[src/rtl/memory_pkg.sv]
// -----------------------------------------------------------------------------
// memory_pkg
// Shared constants and helpers for the EDSAC-style mercury tank memory.
//   MT_WORDS        default number of short-word slots per tank
//   MT_DIGITS       default digit times per slot (17 data digits + gap)
//   EDSAC_DIGIT_HZ  digit strobe rate of the original machine
//   tank_src_e      source selected for the bit entering the tank
//   clog2()         width helper, never returns less than 1
// Optional build macro consumed by users of this package: MEMORY_TANK_LONG_EN
// -----------------------------------------------------------------------------
package memory_pkg;

   localparam int unsigned MT_WORDS       = 32;
   localparam int unsigned MT_DIGITS      = 18;
   localparam int unsigned EDSAC_DIGIT_HZ = 500_000;

   typedef enum logic [1:0] {
      SRC_RECIRC = 2'd0,
      SRC_MIB    = 2'd1,
      SRC_ZERO   = 2'd2
   } tank_src_e;

   // Minimum width 1 so a degenerate parameter never yields a zero-width vector.
   function automatic int unsigned clog2(input int unsigned value);
      int unsigned w;
      w = 1;
      for (int unsigned i = 1; i < 32; i++) begin
         if ((64'd1 << i) < 64'(value)) w = i + 1;
      end
      return w;
   endfunction

endpackage : memory_pkg

[src/rtl/memory_delay_line.sv]
// -----------------------------------------------------------------------------
// memory_delay_line
// DEPTH-bit serial circulating store. Each enable shifts one bit in and
// presents the oldest bit on dout; a bit entered now reappears on dout after
// exactly DEPTH enables.
// Ports:
//   clk    in   clock
//   rst_n  in   synchronous active-low reset, clears the whole line
//   en     in   shift enable (one digit time)
//   din    in   serial data in
//   dout   out  serial data out (tail of the line)
// -----------------------------------------------------------------------------
module memory_delay_line #(
   parameter int unsigned DEPTH = 576
) (
   input  logic clk,
   input  logic rst_n,
   input  logic en,
   input  logic din,
   output logic dout
);

   logic [DEPTH-1:0] line_q;
   logic [DEPTH-1:0] line_d;

   always_comb begin
      line_d = line_q;
      if (en) line_d = {line_q[DEPTH-2:0], din};
   end

   always_ff @(posedge clk) begin
      if (!rst_n) line_q <= '0;
      else        line_q <= line_d;
   end

   assign dout = line_q[DEPTH-1];

endmodule : memory_delay_line

[src/rtl/memory_tank.sv]
// -----------------------------------------------------------------------------
// memory_tank
// One mercury tank: a WORDS x DIGITS serial store with digit/slot counters,
// an addressed window and write/clear/read gating.
// Ports:
//   clk         in   clock
//   rst_n       in   synchronous active-low reset
//   dig_en      in   digit strobe, advances the tank one digit
//   mib         in   memory input bus (serial)
//   wr_en       in   write gate
//   rd_en       in   read gate
//   clr         in   clear gate (wins over write)
//   slot_sel    in   selected slot; values >= WORDS never match
//   long_en     in   slot-pair access (only with MEMORY_TANK_LONG_EN)
//   mob         out  memory output bus, registered
//   monitor     out  bit currently leaving the tank
//   digit       out  current digit index
//   slot        out  current slot index
//   slot_start  out  high while digit == 0
// Build macro: MEMORY_TANK_LONG_EN enables even-aligned slot-pair windows.
// -----------------------------------------------------------------------------
module memory_tank
   import memory_pkg::*;
#(
   parameter  int unsigned WORDS  = MT_WORDS,
   parameter  int unsigned DIGITS = MT_DIGITS,
   localparam int unsigned DEPTH  = WORDS * DIGITS,
   localparam int unsigned SLOT_W = clog2(WORDS),
   localparam int unsigned DIG_W  = clog2(DIGITS)
) (
   input  logic              clk,
   input  logic              rst_n,
   input  logic              dig_en,
   input  logic              mib,
   input  logic              wr_en,
   input  logic              rd_en,
   input  logic              clr,
   input  logic [SLOT_W-1:0] slot_sel,
   input  logic              long_en,
   output logic              mob,
   output logic              monitor,
   output logic [DIG_W-1:0]  digit,
   output logic [SLOT_W-1:0] slot,
   output logic              slot_start
);

   localparam logic [DIG_W-1:0]  DIGIT_LAST = DIG_W'(DIGITS - 1);
   localparam logic [SLOT_W-1:0] SLOT_LAST  = SLOT_W'(WORDS - 1);
   localparam logic [SLOT_W:0]   WORDS_EXT  = (SLOT_W + 1)'(WORDS);

   logic [DIG_W-1:0]  digit_q, digit_d;
   logic [SLOT_W-1:0] slot_q,  slot_d;
   logic              mob_q,   mob_d;

   logic              tail;
   logic              tank_in;
   logic              window;
   logic              sel_in_range;
   logic              pair_mode;
   tank_src_e         src;

`ifdef MEMORY_TANK_LONG_EN
   assign pair_mode = long_en;
`else
   logic unused_long_en;
   assign unused_long_en = long_en;
   assign pair_mode      = 1'b0;
`endif

   // Pair match compares everything but the LSB, giving even-aligned pairs.
   always_comb begin
      sel_in_range = ({1'b0, slot_sel} < WORDS_EXT);
      window       = 1'b0;
      if (sel_in_range) begin
         if (pair_mode) window = ((slot_q >> 1) == (slot_sel >> 1));
         else           window = (slot_q == slot_sel);
      end
   end

   always_comb begin
      digit_d = digit_q;
      slot_d  = slot_q;
      mob_d   = mob_q;
      src     = SRC_RECIRC;
      tank_in = tail;

      if (clr && window)        src = SRC_ZERO;
      else if (wr_en && window) src = SRC_MIB;

      case (src)
         SRC_ZERO: tank_in = 1'b0;
         SRC_MIB:  tank_in = mib;
         default:  tank_in = tail;
      endcase

      if (dig_en) begin
         // Read returns the tail before this digit's write takes effect.
         mob_d = tail & rd_en & window;
         if (digit_q == DIGIT_LAST) begin
            digit_d = '0;
            slot_d  = (slot_q == SLOT_LAST) ? '0 : slot_q + 1'b1;
         end else begin
            digit_d = digit_q + 1'b1;
         end
      end
   end

   always_ff @(posedge clk) begin
      if (!rst_n) begin
         digit_q <= '0;
         slot_q  <= '0;
         mob_q   <= 1'b0;
      end else begin
         digit_q <= digit_d;
         slot_q  <= slot_d;
         mob_q   <= mob_d;
      end
   end

   memory_delay_line #(
      .DEPTH (DEPTH)
   ) u_line (
      .clk   (clk),
      .rst_n (rst_n),
      .en    (dig_en),
      .din   (tank_in),
      .dout  (tail)
   );

   assign mob        = mob_q;
   assign monitor    = tail;
   assign digit      = digit_q;
   assign slot       = slot_q;
   assign slot_start = (digit_q == '0);

endmodule : memory_tank

[config.mk]
export PLATFORM = sky130hd
export DESIGN_NAME = memory_tank
export DESIGN_NICKNAME = d
export VERILOG_FILES = /design/src/rtl/memory_pkg.sv /design/src/rtl/memory_delay_line.sv /design/src/rtl/memory_tank.sv
export SDC_FILE = /design/constraint.sdc
export NUM_CORES = 1
export LEC_CHECK = 0
export CAP_MARGIN = 30
export CORE_AREA = 2 2 200 202
export CTS_CLUSTER_SIZE = 30
export DETAILED_ROUTE_END_ITERATION = 7
export DIE_AREA = 0 0 202 204
export DONT_BUFFER_PORTS = 1
export PLACE_DENSITY = 0.75
export SYNTH_ARGS = -nofsm -noshare
export SYNTH_HDL_FRONTEND = slang
export SYNTH_SLANG_ARGS = --single-unit
export TNS_END_PERCENT = 10
[constraint.sdc]
create_clock -name clk -period 1.7 [get_ports clk]
set_input_delay 0.255 -clock clk [delete_from_list [all_inputs] [get_ports clk]]
set_output_delay 0.255 -clock clk [all_outputs]
set_load 0.01 [all_outputs]
# Yosys cells after proc, flatten, opt, wreduce, memory -nomap -nowiden
# Cells that the tools add are included.
[word_totals]
reg_bits = 587
input_bits = 13
out_inout_bits = 13
elab_cells = 22
[op_classes]
addsub = 2
n_eq_ne = 5
muxes = 5
n_bitwise = 2
n_reduce_logical = 4
[op_table]
columns = ["cell", "n"]
rows = [
  ["adder 5 x 1 -> 5 bit (second input constant)", 2],
  ["equality test 5 bit (second input constant)", 2],
  ["two-way mux 5 bit", 2],
  ["equality test 5 bit", 1],
  ["zero test 5 bit", 1],
  ["bitwise AND 1 bit", 2],
  ["equality test 2 x 1 -> 1 bit (second input constant)", 1],
  ["equality test 2 bit (second input constant)", 1],
  ["logical AND 1 bit", 2],
  ["two-way mux 2 bit", 1],
  ["one-hot mux 1 bit (2 select lines)", 1],
  ["AND reduction 2 bit", 1],
  ["two-way mux 1 bit", 1],
]

# Logic depth before layout (Yosys ltp)
# Gate-level depths: netlist of the first run.
[depth]
depth_word = 6
depth_mapped = 6
mapped_depth_nobuf = 6

# Modules after synthesis
# A second synthesis of the first run with hierarchy kept.
[hier_totals]
cells_unflattened = 1925
area_unflattened_um2 = 22748.1
[modules_own_cells]
columns = ["mod", "n_inst", "cells_per_inst", "area_each_um2", "seq_area_each_um2"]
rows = [
  ["memory_delay_line", 1, 1856, 22110.0, 11531.1],
  ["memory_tank", 1, 69, 638.1, 220.2],
]

# Worst setup path before layout of the first run
# Ideal clock, no wire load.
[synth_path]
path_type = "register -> register"
start = "register slot_q[0] (netlist: slot[0])"
end = "register slot_q[3] (netlist: slot[3])"
setup_time_ns = 0.070
t_arrival_ns = 1.611
t_required_ns = 1.630
path_slack_ns = 0.019
stages_incl_launch_ff = 6
path_buffers = 0
synth_period_minus_slack_ns = 1.681
cell_sequence = "dfxtp_1 -> ha_1 -> and3_1 -> ha_1 -> or4_1 -> a21boi_1"
[synth_between]
elab_chain_cells = 2
word_cells_on_any_way = 3
classes_between = "add/sub: 1; eq/ne: 1; mux: 1"
[synth_lines]
columns = ["item", "line", "rtl"]
rows = [
  ["start: declaration", "memory_tank.sv:52", "logic [SLOT_W-1:0] slot_q, slot_d;"],
  ["start signal: assignment", "memory_tank.sv:115", "slot_q <= slot_d;"],
  ["adder 5 x 1 -> 5 bit or equality test 5 bit (tied branches)", "memory_tank.sv:101", "slot_d = (slot_q == SLOT_LAST) ? '0 : slot_q + 1'b1;"],
  ["two-way mux 5 bit *", "memory_tank.sv:101", ""],
]
# Mark *: on every way between the ends. The rest lies on a longest branch, timed or not.
# A chain may end at the register's enable or synchronous reset.

==> impl_metrics.toml, run 1 <==
[yosys]
syn-instance-count = 1925
synth_top_area_share = 0.532
syn_area_um2 = 22100
synth_ff_type = "dfxtp_1"
syn_nets = 1943
synthTopCellsByCount = "dfxtp_1, nor2b_1, mux2i_1"
yosysMostFrequentCell = "dfxtp_1"
synth_edf_count = 0
yosys_warnings = 0
synth-seq-cells = 587
yosys.cell_types.count = 28
synth_area_leaders = "dfxtp_1, mux2i_1, nor2b_1"
ys_async_sr_fraction = 0
avgSynthCellArea_um2 = 11.5
synth_top_area_cell = "dfxtp_1"
yosysSeqAreaShare = 0.532

[critical_path]
arrival_ns = 2.63
endpoint_kind = "register"
reg2regPathDepth = 5
critPathLaunchType = "primary input"
worstSetupPathType = "primary input to register"
cp.required_ns = 2.15
critPathMaxFanout = 581

[grt]
grt_pass1_wl_um = 64800
grt_max_degree = 583
grt-ovfl-total = 0
track_usage = 0.179
antenna_found_initial = 0
grt_pass1_vias = 14400

[floorplanning]
die-area_um2 = 41200
core_area_um2 = 39200
die_x_um = 202
die_h_um = 204
fp-row-count = 73
start_util = 0.564
io-pin-count = 26

[timing]
report.final.setup_viol = 244
fin_skew_ns = 0.0133
hold_ws_ns = 0.0784
layout_setup_ws_ns = -0.483
tightest_slew_ns = 2.20
setup_tns_ns = -70.09
drv_slew = 357
timing.fmax_mhz = 458
timing.final.crit_share = 1.28
rsz0062_at_grt = "yes"
hold_viol = 0
max_slew_margin = -0.466
fin_crit_ns = 2.18

[placement]
port_buffers = 0
dp_hpwl_um = 13700
numPlacedInstances = 2329
place_congestion = 0.668
dpl_cell_area_um2 = 22300

[clock_network]
insertion_delay_ns = 0.57
cts.sinks = 587
cts.path.max_buffers = 3
numCtsBuffers = 56
htree_levels = 2
cts_root_buffer = "clkbuf_16"
clk_pin_slew_ns = 0.06
cts_tree = "built"

[routing]
vias = 13900
drt_pass1_iterations = 4
drcViolationCount = 0
wire_per_inst_um = 12.6
ant_nets = 0
initialDrtViolationCount = 635
drt-total-wl_um = 36500
viasPerCell = 4.82

[power]
intPower_mw = 21.3
p_leak_nw = 12.8
power.density_nw_per_um2 = 917
clockPowerShare = 0.452
ir_worst_vdd_mv = 0.817
switchingPower_mw = 5.04
seqPwrFrac = 0.523
combPwrFrac = 0.025
switching_share = 0.192

[outcome]
failed_checks = "max-slew violations, negative setup slack"
status = "complete, but fails checks"

[min_path]
min_path_type = "primary input to register"
whs_path_depth = 3

[flow_run]
maxCapViolations = 0

[final_layout]
final_cells = 2891
synthToLayoutAreaGrowth_pct = 30.0
fillers = 2549
diodes = 0
final_nets = 2343
drive_above_1_share = 0.0423
finalCoreUtilization = 0.733
final_area_um2 = 28700
[cell type report]
cell class / count / area (um^2) / share of cell area
multi-input combinational: 1205 / 9810 / 0.341
tap: 525 / 657 / 0.0229
inverter: 3 / 13.8 / 0.000479
clock inverter: 8 / 67.6 / 0.00235
clock buffer: 91 / 1700 / 0.0593
sequential: 587 / 11800 / 0.409
timing repair buffer: 472 / 4720 / 0.164
[kinds of logic after synthesis]
group / Yosys count / synth area share
AOI/OAI and AO/OA: 11 / 0.00362
xor gates and xnor gates: 9 / 0.00357
adders and majority gates: 5 / 0.00283
muxes: 577 / 0.261
buffers and inverters: 133 / 0.0263
DFF: 587 / 0.532
and+or+nand+nor: 603 / 0.170
[final timing paths]
path / start / end / slack (ns)
max: dig_en / u_line.line_q[88]$_SDFFE_PN0P_ / -0.48
min: rd_en / mob$_SDFFE_PN0P_ / 0.08
max reg2reg: slot[0]$_SDFFE_PN0P_ / slot[2]$_SDFFE_PN0P_ / 0.05
min reg2reg: u_line.line_q[547]$_SDFFE_PN0P_ / u_line.line_q[547]$_SDFFE_PN0P_ / 0.52
[sequential cells by signal, indices dropped and copies added, names as in the netlist]
name / cells
digit: 5
u_line.line_q: 576
mob: 1
slot: 5
[placed cells by master, fill, tap and decap left out, drive strengths merged, types with 2 or more instances in the layout]
cell type,netlist,routed
dfxtp,587,587
nor2b,578,578
mux2i,577,577
dlygate4sd3,0,461
clkbuf,65,91
buf,65,11
xor2,8,8
nor2,8,8
clkinv,0,6
ha,5,5
nand2,4,4
a21boi,4,4
o21ai,3,3
inv,3,3
nand4,3,3
nor3,2,2
and3,2,2
[routing by layer]
layer / vias up / track usage / wire, um
li1: 7200 / - / -
met1: 6596 / 0.230 / 17200
met5: - / 0 / 0
met2: 92 / 0.311 / 17600
met3: 58 / 0.0328 / 1060
met4: 0 / 0.0473 / 637
[worst max-delay path, stage by stage]
cell and delay, ns:
mux2i_1 0.67, nor2b_1 0.11, dlygate4sd3_1 0.58
[stage by stage]
stage	worst slack, ns	power [mW]
final	-0.483	26.3
after detailed placement	-0.00459	14.6
after CTS	-0.0786	26.5
after floorplan	0.0186	15.0
after global routing	-0.136	27.1
after global placement	0.0743	14.6
[power by group through the flow]
stage | sequential, mW | combinational [mW] | clock [mW]
floorplan | 14.1 | 0.914 | 0
global placement | 14.1 | 0.487 | 0
CTS | 13.8 | 0.562 | 12.2
finish | 13.8 | 0.667 | 11.9
global route | 13.8 | 0.585 | 12.8
detailed placement | 14.1 | 0.485 | 0
[timing repair]
action / 4_1_cts / 5_1_grt
hold endpoints to repair: 587 / 2
pin swaps: 1 / 1
resized for setup: 9 / 2
hold buffers: 461 / 1
setup endpoints to repair: 3 / 3
gates cloned: 0 / 0
setup buffers: 1 / 0
No activity file was read; power rests on OpenSTA's default activity.
==> run 2: changes to the inputs <==
--- a/config.mk
+++ b/config.mk
@@ -5,13 +5,13 @@
 export SDC_FILE = /design/constraint.sdc
 export NUM_CORES = 1
 export LEC_CHECK = 0
-export CAP_MARGIN = 30
-export CORE_AREA = 2 2 200 202
+export ABC_AREA = 1
+export CAP_MARGIN = 0
+export CORE_AREA = 2 2 264 266
 export CTS_CLUSTER_SIZE = 30
 export DETAILED_ROUTE_END_ITERATION = 7
-export DIE_AREA = 0 0 202 204
+export DIE_AREA = 0 0 266 268
 export DONT_BUFFER_PORTS = 1
-export PLACE_DENSITY = 0.75
 export SYNTH_ARGS = -nofsm -noshare
 export SYNTH_HDL_FRONTEND = slang
 export SYNTH_SLANG_ARGS = --single-unit
==> impl_metrics.toml, run 2 <==
[floorplanning]
core_area_um2 = 68200
die-area_um2 = 71300
die_x_um = 266
die_h_um = 268
io-pin-count = 26
start_util = 0.299
fp-row-count = 96

[routing]
vias = 17600
drt_pass1_iterations = 4
wire_per_inst_um = 10.5
ant_nets = 0
drcViolationCount = 0
initialDrtViolationCount = 1547
drt-total-wl_um = 41000
viasPerCell = 4.51

[yosys]
synth_area_leaders = "dfxtp_1, nor2_1, o21ai_0"
yosys.cell_types.count = 25
syn-instance-count = 2592
synth_ff_type = "dfxtp_1"
synth_top_area_cell = "dfxtp_1"
yosysSeqAreaShare = 0.575
syn_nets = 2610
syn_area_um2 = 20400
synthTopCellsByCount = "nor2_1, dfxtp_1, o21ai_0"
synth_top_area_share = 0.575
yosys_warnings = 0
ys_async_sr_fraction = 0
avgSynthCellArea_um2 = 7.88
yosysMostFrequentCell = "nor2_1"
synth_edf_count = 0
synth-seq-cells = 587

[grt]
grt_max_degree = 482
grt-ovfl-total = 0
grt_pass1_wl_um = 73500
grt_pass1_vias = 16800
antenna_found_initial = 0
track_usage = 0.116

[critical_path]
worstSetupStartpoint = "digit[0]$_SDFFE_PN0P_"
slowest_stage = "dfxtp_2"
critPathMaxFanout = 5
arrival_ns = 1.40
reg2regPathDepth = 7
max_stage_delay_ns = 0.32
cp.required_ns = 1.44
worstReg2RegStart = "digit[0]$_SDFFE_PN0P_"
path_cells = "buf_6 > inv_4 > ha_4 > nand3_4 > nor2_4"
worstSetupPathType = "register to output port"
endpoint_kind = "output port"
critPathLaunchType = "register"

[final_layout]
top_register = "u_line.line_q"
drive_above_1_share = 0.0389
final_cells = 3892
largest_reg_flops = 576
final_area_um2 = 27600
mostFrequentLayoutCells = "nor2_1, dfxtp_1, o21ai_0, dlygate4sd3_1, clkbuf_16"
diodes = 0
final_nets = 2979
final_common_cell = "nor2_1"
fillers = 6789
synthToLayoutAreaGrowth_pct = 35.3
finalCoreUtilization = 0.405

[timing]
tightest_slew_ns = 0.872
max_slew_margin = 0.419
rsz0062_at_grt = "yes"
hold_viol = 0
setup_tns_ns = 0
fin_skew_ns = 0.0207
timing.final.crit_share = 0.976
report.final.setup_viol = 0
drv_slew = 0
hold_ws_ns = 0.0595
timing.fmax_mhz = 603
fin_crit_ns = 1.66

[power]
ir_worst_vdd_mv = 0.662
p_leak_nw = 10.8
power.density_nw_per_um2 = 1110

[min_path]
min_path_type = "primary input to register"
whs_path_depth = 6
min-delay-start = "slot_sel[0]"

[clock_network]
clk_pin_slew_ns = 0.06
htree_levels = 2
cts.sinks = 587
cts_tree = "built"
insertion_delay_ns = 0.61
cts_root_buffer = "clkbuf_16"
cts.path.max_buffers = 3
numCtsBuffers = 58

[placement]
numPlacedInstances = 3293
dp_hpwl_um = 14100
place_congestion = 0.684
dpl_cell_area_um2 = 20700
port_buffers = 0

[outcome]
status = "complete, no violations"

[flow_run]
maxCapViolations = 0
==> run 2: cell count changes in the layout (fill, tap and decap cells not counted), sizes merged, moves of 15 or more <==
cell / before / now
nor2: 8 / 1161
inv: 3 / 22
o21ai: 3 / 581
dlygate4sd3: 461 / 487
mux2i: 577 / 0
nor2b: 578 / 0
nand2: 4 / 19
==> run 2: final cells by class <==
class | count | area, um^2 | share of cell area
inverter | 20 | 93.8 | 0.00340
sequential | 587 | 11800 | 0.425
multi-input combinational | 1792 | 7590 | 0.275
tap | 882 | 1100 | 0.0399
clock buffer | 92 | 1790 | 0.0648
timing repair buffer | 502 | 5120 | 0.185
clock inverter | 17 | 181 | 0.00657
==> run 2: timing repair <==
item                                    CTS  global route
endpoints found under the hold margin   583             0
buffers inserted                          1             0
cloned                                    0             0
endpoints found under the setup margin    1             1
hold buffers                            489             0
resized for setup                        10             0
pin swaps                                 2             1
==> run 2: where the power goes <==
group / internal, mW / total [mW] / switching, mW
registers: 14.6 / 15.0 / 0.382
clock network: 7.67 / 13.0 / 5.28
logic: 1.56 / 2.70 / 1.14
total: 23.8 / 30.6 / 6.80
==> run 2: logic make-up after synthesis <==
family	Yosys count	share of synthesized area
xor+xnor	2	0.000858
simple gates	1192	0.220
buf+inv	213	0.0545
compound gates	593	0.146
fa+ha+maj	5	0.00306
flops	587	0.575
==> run 2: final timing paths <==
check / end / slack (ns)
min: mob$_SDFFE_PN0P_ / 0.06
max: slot_start / 0.04
max reg2reg: digit[2]$_SDFFE_PN0P_ / 0.26
min reg2reg: u_line.line_q[173]$_SDFFE_PN0P_ / 0.46
==> run 2: per-layer routing <==
layer | up-vias | GRT usage | part of all wire
li1 | 9028 | - | -
met1 | 8290 | 0.144 | 0.49
met2 | 181 | 0.203 | 0.46
met3 | 56 | 0.0220 | 0.032
met4 | 0 | 0.0323 | 0.020
met5 | - | 0 | 0
==> run 2: critical path: cells and delay by family, from the launching register on <==
family / cells / cell delay, ns
AND/OR/NAND/NOR: 2 / 0.17
buffers and inverters: 2 / 0.18
flip-flops: 1 / 0.32
adder cells (fa/ha/maj): 1 / 0.13
==> run 2: metrics by stage <==
stage               setup slack, ns  power [mW]
floorplan                     0.402        16.8
global placement              0.320        16.7
detailed placement            0.322        16.7
CTS                         -0.0275        31.0
global route                -0.0251        32.1
finish                       0.0416        30.6
